`src/rtl/ras_update_ctrl_pkg.sv`:
```
// Shared types and constants for the RAS update controller.
package ras_update_ctrl_pkg;

  typedef enum logic [0:0] {
    NORMAL  = 1'b0,
    RECOVER = 1'b1
  } ras_ctrl_state_t;

  localparam logic [31:0] RAS_RETURN_OFFSET = 32'd4;

  // Core-wide speculative branch ID budget.
  localparam int CVA5_MAX_IDS = 8;

endpackage

```
`src/rtl/ras_update_ctrl.sv`:
```
// Fetch-stage RAS command generator: registered push/pop/checkpoint commands,
// in-flight speculative branch tracking and a one-cycle post-flush recovery window.
module ras_update_ctrl
  import ras_update_ctrl_pkg::*;
#(
  parameter int MAX_IDS = CVA5_MAX_IDS,
  parameter int CNT_W   = $clog2(MAX_IDS + 1)
) (
  input  logic             clk,
  input  logic             rst,
  input  logic             fetch_valid,
  input  logic [31:0]      fetch_pc,
  input  logic             bp_hit,
  input  logic             bp_is_call,
  input  logic             bp_is_return,
  input  logic             bp_is_branch,
  input  logic             fetch_flush,
  input  logic             early_flush,
  input  logic             branch_resolved,
  output logic             ras_push,
  output logic             ras_pop,
  output logic [31:0]      ras_new_addr,
  output logic             ras_branch_fetched,
  output logic             ras_branch_retired,
  output logic             branch_stall,
  output logic [CNT_W-1:0] inflight_count
);

  ras_ctrl_state_t  state_q, state_d;
  logic [CNT_W-1:0] cnt_q, cnt_d;
  logic             push_q, push_d;
  logic             pop_q, pop_d;
  logic             fetched_q, fetched_d;
  logic             retired_q, retired_d;
  logic [31:0]      addr_q, addr_d;

  logic flush_s;
  logic accept_s;
  logic retire_s;
  logic inc_s;

  assign flush_s  = fetch_flush | early_flush;
  assign accept_s = fetch_valid & bp_hit & ~branch_stall & (state_q == NORMAL) & ~flush_s;
  assign retire_s = branch_resolved & (cnt_q != '0) & (state_q == NORMAL) & ~flush_s;
  assign inc_s    = accept_s & bp_is_branch;

  always_comb begin
    state_d   = NORMAL;
    cnt_d     = cnt_q;
    push_d    = accept_s & bp_is_call;
    pop_d     = accept_s & bp_is_return;
    fetched_d = inc_s;
    retired_d = retire_s;
    addr_d    = addr_q;

    if (accept_s && bp_is_call) begin
      addr_d = fetch_pc + RAS_RETURN_OFFSET;
    end else begin
      addr_d = addr_q;
    end

    // A flush discards every in-flight checkpoint, including one accepted this cycle.
    if (flush_s) begin
      state_d = RECOVER;
      cnt_d   = '0;
    end else begin
      state_d = NORMAL;
      case ({inc_s, retire_s})
        2'b10:   cnt_d = cnt_q + CNT_W'(1);
        2'b01:   cnt_d = cnt_q - CNT_W'(1);
        default: cnt_d = cnt_q;
      endcase
    end
  end

  always_ff @(posedge clk or posedge rst) begin
    if (rst) begin
      state_q   <= NORMAL;
      cnt_q     <= '0;
      push_q    <= 1'b0;
      pop_q     <= 1'b0;
      fetched_q <= 1'b0;
      retired_q <= 1'b0;
      addr_q    <= 32'd0;
    end else begin
      state_q   <= state_d;
      cnt_q     <= cnt_d;
      push_q    <= push_d;
      pop_q     <= pop_d;
      fetched_q <= fetched_d;
      retired_q <= retired_d;
      addr_q    <= addr_d;
    end
  end

  assign ras_push           = push_q;
  assign ras_pop            = pop_q;
  assign ras_new_addr       = addr_q;
  assign ras_branch_fetched = fetched_q;
  assign ras_branch_retired = retired_q;
  assign inflight_count     = cnt_q;
  assign branch_stall       = (cnt_q == CNT_W'(MAX_IDS));

endmodule

```
`config.mk`:
```
export PLATFORM = sky130hd
export DESIGN_NAME = ras_update_ctrl
export DESIGN_NICKNAME = d
export VERILOG_FILES = /design/src/rtl/ras_update_ctrl_pkg.sv /design/src/rtl/ras_update_ctrl.sv
export SDC_FILE = /design/constraint.sdc
export NUM_CORES = 1
export LEC_CHECK = 0
export ABC_AREA = 1
export CAP_MARGIN = 30
export CORE_ASPECT_RATIO = 1.4
export CORE_UTILIZATION = 42
export CTS_CLUSTER_SIZE = 16
export DETAILED_ROUTE_END_ITERATION = 7
export GPL_ROUTABILITY_DRIVEN = 0
export GPL_TIMING_DRIVEN = 0
export PLACE_DENSITY = 0.82
export REMOVE_ABC_BUFFERS = 1
export SETUP_SLACK_MARGIN = 0.2
export SLEW_MARGIN = 20
export SYNTH_ARGS = -nofsm -noshare
export SYNTH_HDL_FRONTEND = slang
export SYNTH_SLANG_ARGS = --single-unit
```
`constraint.sdc`:
```
create_clock -name clk -period 1.89 [get_ports clk]
set_clock_uncertainty 0.2 [all_clocks]
set_input_delay 0.2835 -clock clk [delete_from_list [all_inputs] [get_ports clk]]
set_output_delay 0.2835 -clock clk [all_outputs]
set_load 0.05 [all_outputs]
```
==> results.toml, run 1 <==
[layout]
nFillCells = 443
area_growth_pct = 60.0
drive_above_1_share_pct = 28.8
fin_nets = 548
n_antenna_cell = 0
final_cells = 573
postLayoutCellArea_sq_mm = 0.00424
fin_util_pct = 70.9

[detailed_routing]
num_vias = 3085
dr.pass1.iters = 4
drtIter0Drc = 171
drcViolationCount = 0
wl_per_cell_um = 16.6
viasPerCell = 5.38
drt_wl_total_mm = 9.51
ant_nets = 0

[placed_design]
place_inst = 528
hpwl_mm = 5.20
buffer_ports.inserted = 82
dpl_worst_slack_ns = -0.876
placed_area_sq_mm = 0.00352

[timing]
slew_violations = 0
relSlewSlack_pct = 53.7
whs_ns = 0.0942
fin_crit_sh_pct = 109
fmax_ghz = 0.485
fin_tns_setup_ns = -0.413
post-route-min-period_ns = 2.06
layout_setup_ws_ns = -0.174
worst_slew_pin_slew_ns = 0.695
finalSetupViolCount = 7
hold_viol_final = 0
rsz0062_at_grt = "true"

[pwr]
p_total_mw = 2.72
peakVddDrop_mv = 0.390
leakagePower_nw = 2.04
p_per_area_mw_per_mm2 = 642

[synth]
ys_async_sr_fraction_pct = 100
synth_top_family_by_area = "simple AND/OR/NAND/NOR gates"
synth-compound-area-share_pct = 2.22
synthSimpleGateAreaFrac_pct = 45.3
synth_mux_area_share_pct = 0
synthXorXnorAreaFrac_pct = 4.29
yosysWarnings = 0
synth_area_per_cell_sq_um = 6.96
ys.flop_type = "dfrtp_1"
synth_edf_count = 0
syn_inst = 381
seq_area_frac_synth_pct = 38.7
synth-seq-cells = 41
yosys.area_share.adder_pct = 2.17
synth_cell_types = 29
netlist_area_sq_mm = 0.00265

[critical_path]
crit_path_start_kind = "flip-flop"
r2r_cells = 15
crit_required_ns = 1.88
cp_data_arrival_time_ns = 2.06
r2r_end = "inflight_count[3]"
criticalPathCategory = "reg -> reg"
reg2reg_slack_ns = -0.17
end_kind = "flip-flop"
cp_max_fo = 3
r2r-start = "state_q"

[cts]
clock-sinks = 41
cts_tree = "built"
cts_max_path_buffers = 2
worstSkewPairLatency_ns = 0.30
root_buffer = "clkbuf_8"
path_clk_slew_ns = 0.08
cts_buffers = 5
holdBufCountCts = 0
cts_htree_levels = 2

[global_routing]
grt_pass1_vias = 2934
grt.total_usage_pct = 27.1
grt_first_pass_wirelength_mm = 13.9
grt_util_met2_pct = 51.1
gr-max-usage-layer = "met2"
grtUsageMet1_pct = 29.3
grt_use_met3_pct = 4.08
grt_antenna_before_repair = 0
grt.overflow.total = 0
grt_max_degree = 25

[hold_path]
hold_path_class = "in -> async"

[floorplanning]
io_pins = 83
core_sq_mm = 0.00599
dieHeight_um = 96.0
initial_core_util_pct = 44.3
rows = 33
die_area_sq_mm = 0.00664
die_w_um = 69.2

[outcome]
outcome = "finished, violations left"
violations = "setup timing"

[run]
cap_viol_max_count = 0
[registers in the layout, indices dropped and copies added (netlist names)]
register and count:
ras_new_addr 32, inflight_count 4, ras_branch_fetched 1, ras_branch_retired 1, ras_pop 1, ras_push 1
state_q 1
[Yosys cell counts, types with 2 or more instances]
| cell type | count | area share, % |
|---|---|---|
| xor2_1 | 9 | 3.0 |
| nand3b_1 | 6 | 1.7 |
| ha_1 | 3 | 1.4 |
| buf_6 | 2 | 0.85 |
| o21ai_1 | 8 | 1.5 |
| nor2_1 | 47 | 6.7 |
| nand3_1 | 21 | 4.0 |
| or2_2 | 2 | 0.47 |
| nand2_1 | 165 | 23 |
| nand2_2 | 5 | 1.2 |
| nor2_4 | 4 | 1.7 |
| inv_1 | 31 | 4.4 |
| nand4_1 | 7 | 1.7 |
| xnor2_1 | 4 | 1.3 |
| dfrtp_1 | 41 | 39 |
| nor2_2 | 7 | 1.7 |
| buf_4 | 3 | 0.85 |
| nand3_2 | 5 | 1.9 |
[worst max-delay path by stage]
stage	to	slack [ns]	start	depth (start not counted)
after detailed placement	inflight_count[3]	-0.88	early_flush	15
after floorplan	inflight_count[3]	-0.54	inflight_count[1]	14
final	inflight_count[3]	-0.17	state_q	15
after global placement	inflight_count[3]	-0.82	fetch_flush	16
after CTS	inflight_count[3]	-0.1	inflight_count[0]	15
after global routing	inflight_count[3]	-0.25	inflight_count[2]	15
[logic make-up after synthesis]
logic type,after synthesis
DFF,41
and+or+nand+nor,273
xor gates and xnor gates,13
buffers and inverters,39
AOI/OAI and AO/OA,11
adders and majority gates,4
[repair_timing]
item,CTS,global route
resized for setup,106,89
buffers inserted,20,7
pin swaps,17,19
cloned,8,2
setup endpoints to repair,77,66
[worst max-delay path: stages, from the launching register on]
cell	delay (ns)
dfrtp_1	0.40
inv_2	0.08
nand3_2	0.07
nor2_2	0.13
nand3_2	0.09
nand2_2	0.11
inv_4	0.06
ha_4	0.23
a21oi_4	0.14
nand3_1	0.11
nand2_2	0.10
inv_1	0.04
nand2_1	0.05
nand2_1	0.05
inv_1	0.05
nand2_1	0.04
[power by group]
part	total, mW	switching (mW)	internal [mW]
Clock	0.749	0.318	0.431
Combinational	0.935	0.635	0.300
Sequential	1.04	0.0656	0.975
Total	2.72	1.02	1.71
[cells in the final DEF, fill, tap and decap left out, types with 3 or more instances in the layout]
cell type and instances:
nand2_4 6, nand3b_1 6, nor2_2 6, buf_2 4, xnor2_1 3, nand4_1 7, inv_1 26, nand3_2 12
clkbuf_2 11, inv_8 3, buf_6 6, nand2_8 6, dfrtp_2 4, clkdlybuf4s15_1 18, nor2_1 41, nor2_4 11
dfrtp_1 37, clkdlybuf4s50_1 36, o21ai_2 7, xor2_1 9, dlygate4sd2_1 12, inv_2 5, nand3_1 12, nand2_2 21
buf_4 20, nand2_1 145, clkbuf_8 6
[area by class of cell]
class / count / area, sq um / area share [%]
timing repair inverter: 3 / 33.8 / 0.796
tap: 70 / 87.6 / 2.06
clock inverter: 1 / 30.0 / 0.708
sequential: 41 / 1030 / 24.3
multi-input combinational: 308 / 1830 / 43.0
inverter: 33 / 143 / 3.36
clock buffer: 7 / 86.3 / 2.03
timing repair buffer: 110 / 1010 / 23.7
[routing by layer]
layer | vias to the layer above | wire, um
met1 | 1448 | 3300
met3 | 37 | 613
met4 | 0 | 431
li1 | 1442 | -
met5 | - | 0
met2 | 158 | 5170
No activity file was read; power rests on OpenSTA's default activity.
==> run 2, diff against run 1 <==
--- a/config.mk
+++ b/config.mk
@@ -8,12 +8,12 @@
 export ABC_AREA = 1
 export CAP_MARGIN = 30
 export CORE_ASPECT_RATIO = 1.4
-export CORE_UTILIZATION = 42
+export CORE_UTILIZATION = 40
 export CTS_CLUSTER_SIZE = 16
 export DETAILED_ROUTE_END_ITERATION = 7
 export GPL_ROUTABILITY_DRIVEN = 0
 export GPL_TIMING_DRIVEN = 0
-export PLACE_DENSITY = 0.82
+export PLACE_DENSITY = 0.79
 export REMOVE_ABC_BUFFERS = 1
 export SETUP_SLACK_MARGIN = 0.2
 export SLEW_MARGIN = 20
==> run 2 against run 1 <==
The flow finishes with violations (DRC, setup timing). Total power shrank 6.0%. Critical path depth is the same. Flip-flop and latch count is the same. Combinational power shrank 0.7%. Cell area grew 1.9%. Core utilization shrank 2.2 points. Critical endpoint unchanged. Maximum frequency shrank 1.1%. Largest cell class unchanged. First-iteration DRC count grew 30%.
==> results.toml, run 2 (synthesized netlist as in run 1, its figures left out) <==
[outcome]
outcome = "finished, violations left"
violations = "DRC, setup timing"

[critical_path]
cpPeakStageDelay_ns = 0.41
crit_path_top_delay_cell = "dfrtp_1"
cp_max_fo = 3
end_kind = "flip-flop"
crit_path_start_kind = "flip-flop"
worstSetupStartpoint = "state_q"
criticalPathCategory = "reg -> reg"
r2r-start = "state_q"
crit_chain = "inv_2 -> nand3_4 -> nor2_4 -> nand3_2 -> nand2_2 -> inv_4 -> ha_4 -> a21oi_4 -> nand2_1 -> nand2_1 -> nand2_2 -> nand3_1 -> nand2_2 -> inv_2 -> nand2_1"
cp_data_arrival_time_ns = 2.09
crit_required_ns = 1.90

[layout]
fin_nets = 547
n_antenna_cell = 0
fin_util_pct = 68.7
nFillCells = 502
area_growth_pct = 63.1
largest_reg_flops = 32
drive_above_1_share_pct = 35.1
mostFrequentLayoutCells = "nand2_1 (123), nand2_2 (39), nor2_1 (37), dfrtp_1 (37), clkdlybuf4s50_1 (32)"
layout_commonest_cell = "nand2_1"

[timing]
rsz0062_at_grt = "true"
relSlewSlack_pct = 50.7
fin_crit_sh_pct = 110
layout_setup_ws_ns = -0.196
post-route-min-period_ns = 2.09
whs_ns = 0.0745
slew_violations = 0
fmax_ghz = 0.479
finalSetupViolCount = 4
hold_viol_final = 0
worst_slew_pin_slew_ns = 0.740

[floorplanning]
rows = 34
core_sq_mm = 0.00630
die_w_um = 70.8
io_pins = 83
initial_core_util_pct = 42.1
dieHeight_um = 98.4
die_area_sq_mm = 0.00697

[global_routing]
grt_first_pass_wirelength_mm = 14.5
grt.total_usage_pct = 26.8
grt_antenna_before_repair = 0
grt.overflow.total = 0
grt_pass1_vias = 3034
grt_max_degree = 26

[cts]
cts_htree_levels = 2
root_buffer = "clkbuf_8"
cts_buffers = 5
holdBufCountCts = 0
cts_tree = "built"
worstSkewPairLatency_ns = 0.31
cts_max_path_buffers = 2
path_clk_slew_ns = 0.09
clock-sinks = 41

[placed_design]
hpwl_mm = 5.23
dpl_worst_slack_ns = -0.880
buffer_ports.inserted = 82

[detailed_routing]
drcViolationCount = 14
viasPerCell = 5.35
wl_per_cell_um = 16.3
dr.pass1.iters = 7
num_vias = 3072
drtIter0Drc = 223
drt_wl_total_mm = 9.37
ant_nets = 0

[pwr]
p_per_area_mw_per_mm2 = 592
leakagePower_nw = 2.09
peakVddDrop_mv = 0.296
p_total_mw = 2.56

[hold_path]
hold_path_class = "in -> async"

[run]
cap_viol_max_count = 0
## run 2: changes by cell type in the layout (fill, tap and decap cells not counted), moves of 4 or more
cell,change
nand2_1,-22
inv_2,+5
nor2_4,+4
clkdlybuf4s15_1,-4
buf_4,-4
buf_6,+4
inv_1,-5
nor2_1,-4
clkdlybuf4s50_1,-4
nand2_2,+18
## run 2: worst paths after layout
| kind | cells after the start | slack, ns | end |
|---|---|---|---|
| setup / recovery | 15 | -0.20 | inflight_count[3] |
| hold / removal | 2 | 0.07 | ras_new_addr[0] |
| setup reg to reg | 15 | -0.20 | inflight_count[3] |
| hold reg to reg | 2 | 0.28 | ras_new_addr[16] |
| max in group asynchronous | 3 | 0.94 | ras_new_addr[12] |
| min in group clk | 2 | 0.14 | ras_new_addr[2] |
## run 2: cell type report
| cell class | instances | area, sq um | share of cell area [%] |
|---|---|---|---|
| clock buffers | 6 | 72.6 | 1.68 |
| clock inverters | 2 | 10.0 | 0.231 |
| inverters | 33 | 143 | 3.30 |
| multi-input cells | 307 | 1930 | 44.5 |
| flip-flops and latches | 41 | 1030 | 23.8 |
| well taps | 72 | 90.1 | 2.08 |
| repair buffers | 110 | 1000 | 23.2 |
| repair inverters | 3 | 48.8 | 1.13 |
## run 2: worst max-delay path: cells and delay by family, from the launching register on
| kind | cells | cell delay (ns) |
|---|---|---|
| AND/OR/NAND/NOR | 10 | 0.77 |
| flip-flops | 1 | 0.41 |
| adder cells (fa/ha/maj) | 1 | 0.25 |
| buffers and inverters | 3 | 0.19 |
| AO/OA/AOI/OAI | 1 | 0.14 |
## run 2: per-stage QoR
stage,setup TNS [ns],cell area [sq um],cells
2_1_floorplan,-14.27,2590,375
3_3_place_gp,-29.41,3500,529
3_5_place_dp,-13.28,3520,530
4_1_cts,-0.103,4000,567
5_1_grt,-1.29,4330,574
6_report,-0.442,4330,574
## run 2: repair_timing
action,in CTS,in global routing
gates resized for setup,121,127
setup buffers,23,4
cloned,6,3
pin swaps,18,35
setup endpoints to repair,77,63
## run 2: layer usage
metal / up-vias / global-route usage, % / share of wire [%] / wire length [um]
li1: 1427 / - / - / -
met1: 1468 / 29.3 / 35 / 3260
met2: 135 / 49.2 / 54 / 5030
met3: 42 / 4.75 / 5.7 / 536
met4: 0 / 13.1 / 5.8 / 546
met5: - / 0 / 0 / 0
## run 2: power by group
group / switching [mW] / leakage, nW / internal, mW
registers: 0.0695 / 0.541 / 0.975
logic: 0.634 / 1.50 / 0.294
clock network: 0.333 / 0.0450 / 0.257
